## config.mk

```make
export PLATFORM = sky130hd
export DESIGN_NAME = ir_blob_decoder
export DESIGN_NICKNAME = d
export VERILOG_FILES = /design/src/rtl/ir_blob_decoder.sv
export SDC_FILE = /design/constraint.sdc
export NUM_CORES = 1
export LEC_CHECK = 0
export ABC_AREA = 1
export ABC_CLOCK_PERIOD_IN_PS = 2800
export CAP_MARGIN = 20
export CORE_UTILIZATION = 55
export CTS_CLUSTER_SIZE = 24
export DETAILED_ROUTE_END_ITERATION = 8
export PLACE_DENSITY = 0.79
export RECOVER_POWER = 50
export SLEW_MARGIN = 20
export SYNTH_ARGS = -nofsm -noshare
export SYNTH_HDL_FRONTEND = slang
export SYNTH_SLANG_ARGS = --single-unit
```

## constraint.sdc

```tcl
create_clock -name clk -period 2.8 [get_ports clk]
set_clock_uncertainty 0.05 [all_clocks]
set_input_delay 0.56 -clock clk [delete_from_list [all_inputs] [get_ports clk]]
set_output_delay 0.56 -clock clk [all_outputs]
set_load 0.01 [all_outputs]
```

## src/rtl/ir_blob_decoder.sv

```systemverilog
// rtl/ir_blob_decoder.sv - IR camera extended-mode frame decoder, first valid blob to x/y
module ir_blob_decoder #(
  parameter int MIRROR_X  = 0,
  parameter int MIRROR_Y  = 0,
  parameter int NUM_BLOBS = 4
) (
  input  logic        clk,
  input  logic        reset,
  input  logic [7:0]  data,
  input  logic        data_valid,
  input  logic        sof,
  output logic [10:0] x,
  output logic [10:0] y,
  output logic [3:0]  size,
  output logic        blob_present,
  output logic        xy_valid,
  output logic        frame_error
);

  localparam int IW = (NUM_BLOBS > 1) ? $clog2(NUM_BLOBS) : 1;
  localparam logic [IW-1:0] LAST_IDX = IW'(NUM_BLOBS - 1);

  typedef enum logic [2:0] {IDLE, XL, YL, HI, DONE} state_t;

  state_t        state_q;
  logic [IW-1:0] idx_q;
  logic          found_q;
  logic [7:0]    xl_q, yl_q;
  logic [9:0]    fx_q, fy_q;
  logic [3:0]    fs_q;
  logic [9:0]    x_q, y_q;
  logic [3:0]    size_q;
  logic          present_q, xy_valid_q, frame_error_q;

  logic [9:0] cur_x, cur_y, blob_x_d, blob_y_d;
  logic [3:0] blob_s_d;
  logic       cur_valid, take_d;

  function automatic logic [9:0] mirror(input logic [9:0] v, input int en);
    return (en != 0) ? (10'd1023 - v) : v;
  endfunction

  // The high byte completes the blob; an already-latched blob wins over it.
  assign cur_x     = {data[5:4], xl_q};
  assign cur_y     = {data[7:6], yl_q};
  assign cur_valid = !((cur_x == 10'h3FF) && (cur_y == 10'h3FF));
  assign take_d    = found_q | cur_valid;
  assign blob_x_d  = found_q ? fx_q : cur_x;
  assign blob_y_d  = found_q ? fy_q : cur_y;
  assign blob_s_d  = found_q ? fs_q : data[3:0];

  always_ff @(posedge clk or posedge reset) begin
    if (reset) begin
      state_q       <= IDLE;
      idx_q         <= '0;
      found_q       <= 1'b0;
      xl_q          <= '0;
      yl_q          <= '0;
      fx_q          <= '0;
      fy_q          <= '0;
      fs_q          <= '0;
      x_q           <= '0;
      y_q           <= '0;
      size_q        <= '0;
      present_q     <= 1'b0;
      xy_valid_q    <= 1'b0;
      frame_error_q <= 1'b0;
    end else begin
      xy_valid_q    <= 1'b0;
      frame_error_q <= 1'b0;
      if (data_valid && sof) begin
        // A header restarts the frame; mid-frame it also flags the abort.
        if (state_q == XL || state_q == YL || state_q == HI) frame_error_q <= 1'b1;
        state_q <= XL;
        idx_q   <= '0;
        found_q <= 1'b0;
      end else begin
        unique case (state_q)
          IDLE: state_q <= IDLE;
          DONE: state_q <= IDLE;
          XL: if (data_valid) begin
            xl_q    <= data;
            state_q <= YL;
          end
          YL: if (data_valid) begin
            yl_q    <= data;
            state_q <= HI;
          end
          HI: if (data_valid) begin
            if (!found_q && cur_valid) begin
              found_q <= 1'b1;
              fx_q    <= cur_x;
              fy_q    <= cur_y;
              fs_q    <= data[3:0];
            end
            if (idx_q == LAST_IDX) begin
              state_q    <= DONE;
              xy_valid_q <= 1'b1;
              present_q  <= take_d;
              if (take_d) begin
                x_q    <= mirror(blob_x_d, MIRROR_X);
                y_q    <= mirror(blob_y_d, MIRROR_Y);
                size_q <= blob_s_d;
              end
            end else begin
              idx_q   <= idx_q + IW'(1);
              state_q <= XL;
            end
          end
          default: state_q <= IDLE;
        endcase
      end
    end
  end

  assign x            = {1'b0, x_q};
  assign y            = {1'b0, y_q};
  assign size         = size_q;
  assign blob_present = present_q;
  assign xy_valid     = xy_valid_q;
  assign frame_error  = frame_error_q;

endmodule

```

==> impl_metrics.csv <==
group,metric,value,unit
global_route,grt_pass1_wl,12400,um
route,wl_met2,3230,um
min_path,hp-start,"y_q[0]",
timing,tightest_slew,0.872,ns
worst_setup_path,required,3.00,ns
clocking,cts_setup_buffers,0,
synthesis,synth_area_leaders,"dfrtp_1 (54%), nand2_1 (18%), o21ai_0 (5.8%)",
clocking,cts_hold_buf,0,
route,dr.pass1.iters,5,
floorplanning,coreArea,5920,um2
global_route,grt_pass1_vias,2622,
placed_design,place_ws,0.385,ns
power_and_ir_drop,power_density,744,nW/um2
timing,finalSetupViolations,0,
synthesis,synth_simple_gate_area_frac,0.321,
timing,final.setup.worst_slack,0.660,ns
global_route,track_usage,0.260,
route,ant_nets,0,
timing,rsz0062_at_grt,"no",
cells_and_area,post-route-util,0.663,
synthesis,synth_warnings,0,
timing,drv_slew,0,
worst_setup_path,crit_fanout,26,
worst_setup_path,max_stage_delay,0.65,ns
synthesis,synth.mux.area_fraction,0,
synthesis,netlist_area,3380,um2
outcome,status,"finished, final reports clean",
global_route,antenna_found_initial,0,
synthesis,synth_top_area_frac,0.540,
synthesis,ys_seq_area_frac,0.540,
worst_setup_path,end_kind,"flip-flop",
floorplanning,die_h,80.4,um
floorplanning,ios,41,
synthesis,async_flop_share,1.00,
worst_setup_path,path_cells,"dlygate4sd3_1 -> nor2_8 -> nand2_4 -> nor2_8 -> nand2_4 -> nand2_1 -> nand2_1",
route,wl_met3,450,um
clocking,cts_buffers,9,
cells_and_area,stdcell_area,3920,um2
route,drt-total-wl,7290,um
power_and_ir_drop,p_leak,2.04,nW
route,via_count,2838,
cells_and_area,area.growth.synth_to_final,15.9,%
floorplanning,chipWidth,80.4,um
worst_setup_path,cp-start-kind,"input port",
cells_and_area,drive_above_1_share,0.0755,
placed_design,dpl_cell_area,3770,um2
synthesis,synthAdderAreaFrac,0.00370,
clocking,cts_sinks,73,
timing,clock.fmax,0.467,GHz
cells_and_area,final_common_cell,"nand2_1",
worst_setup_path,worst_r2r_startpoint,"found_q",
route,avgRoutedWirePerCell,14.2,um
timing,period_needed,2.14,ns
placed_design,hpwlAfterDp,5150,um
synthesis,synth-compound-area-share,0.0636,
placed_design,gp_congestion,0.855,
timing,period_share,0.764,
floorplanning,dieArea,6470,um2
route,highest_layer,"met4",
synthesis,ys_seq_elements,73,
global_route,grt.overflow.total,0,
placed_design,port_buffers,38,
route,wl_met1,3410,um
synthesis,synth_cells,401,
synthesis,synth_top_family_by_area,"simple AND/OR/NAND/NOR gates",
clocking,clk_latency,0.36,ns
route,drc_errors,0,
worst_setup_path,crit_arrival,2.34,ns
min_path,hold_path.class,"reg -> reg",
worst_setup_path,crit_start,"sof",
worst_setup_path,path_class,"in -> reg",
clocking,ctsResizeCount,0,
synthesis,ys_types,25,
cells_and_area,final_cell_mix,"nand2_1 (160), dfrtp_1 (73), o21ai_0 (39)",
global_route,grt_max_degree,50,
timing,final-hold-violation-count,0,
route,drt-initial-drc-count,230,
synthesis,ys.flop_type,"dfrtp_1",
clocking,clk_pin_slew,0.07,ns
synthesis,synth_area_leader_cell,"dfrtp_1",
synthesis,syn_area_per_cell,8.44,um2
floorplanning,rows,28,
timing,fin_tns_setup,0,ns
floorplanning,start_util,0.572,
clocking,cts_root_buf,"clkbuf_8",
power_and_ir_drop,ir_drop,0.415,mV
clocking,cts_tree,"done",
cells_and_area,nets,446,
cells_and_area,n_antenna_cell,0,
synthesis,synth_xor_xnor_area_share,0,
worst_setup_path,cpMaxStageDelayCell,"dlygate4sd3_1",
run,cap_viol_max_count,0,
clocking,h-tree-depth,3,
timing,relSlewSlack,0.418,
synthesis,synth_edf_count,0,
clocking,clk_path_buf_depth,2,
route,routed_via_density,5.54,
-- worst max-delay path: cells and delay by family --
kind          cells  cell delay, ns
buf+inv           1            0.65
simple gates      6            1.12
-- worst paths after layout --
| check | endpoint | slack (ns) | depth (start not counted) |
|---|---|---|---|
| max in group asynchronous | xl_q[1] | 0.68 | 3 |
| worst min register to register | y_q[0] | 0.42 | 2 |
| worst max register to register | y_q[2] | 0.97 | 5 |
| worst min-delay path | y_q[0] | 0.42 | 2 |
| worst max-delay path | y_q[2] | 0.66 | 7 |
| min in group asynchronous | x_q[2] | 0.78 | 2 |
-- power by group --
group          internal [W]  switching [W]  total [W]
logic              0.000225       0.000421   0.000646
clock network      0.000314       0.000388   0.000702
registers           0.00133       0.000242    0.00157
total               0.00187        0.00105    0.00292
-- registers in the layout, summed over array words and instances, names as in the netlist, 4 cells and up --
| name | cells |
|---|---|
| xl_q | 8 |
| size | 4 |
| fs_q | 4 |
| y_q | 10 |
| fx_q | 10 |
| fy_q | 10 |
| yl_q | 8 |
| x_q | 10 |
-- through the flow --
step                      total power, W  hold WS [ns]  std cells
after floorplan                  0.00201         0.392        402
after global placement           0.00219         0.403        497
after detailed placement         0.00222         0.407        497
after CTS                        0.00292         0.427        512
after global routing             0.00312         0.441        512
final                            0.00292         0.420        512
-- layout make-up --
class / instances / area (um2)
well taps: 75 / 93.8
fillers: 473 / 2000
repair buffers: 43 / 418
clock buffers: 10 / 128
flip-flops and latches: 73 / 1830
inverters: 27 / 101
multi-input cells: 279 / 1320
clock inverters: 5 / 33.8
-- layer usage --
metal,global-route usage,up-vias
li1,-,1366
met1,0.366,1349
met2,0.375,103
met3,0.0682,20
met4,0.116,0
met5,0,-
-- cells by family after synthesis --
group           after synthesis
fa+ha+maj                     1
simple gates                234
compound gates               42
flops                        73
other cells                   1
buf+inv                      50
-- cells in the mapped netlist (2+ instances only) --
| master | instances |
|---|---|
| buf_4 | 5 |
| nand2_4 | 2 |
| inv_1 | 26 |
| nor2_4 | 2 |
| nand4_1 | 28 |
| nand3_4 | 2 |
| clkbuf_1 | 6 |
| nand2_2 | 2 |
| nor2_1 | 7 |
| nand3_1 | 26 |
| dfrtp_1 | 73 |
| nor2_2 | 2 |
| o21ai_0 | 39 |
| nor2_8 | 2 |
| nand2_1 | 160 |
| buf_2 | 8 |
| buf_6 | 3 |
(Power assumes the default switching activity.)
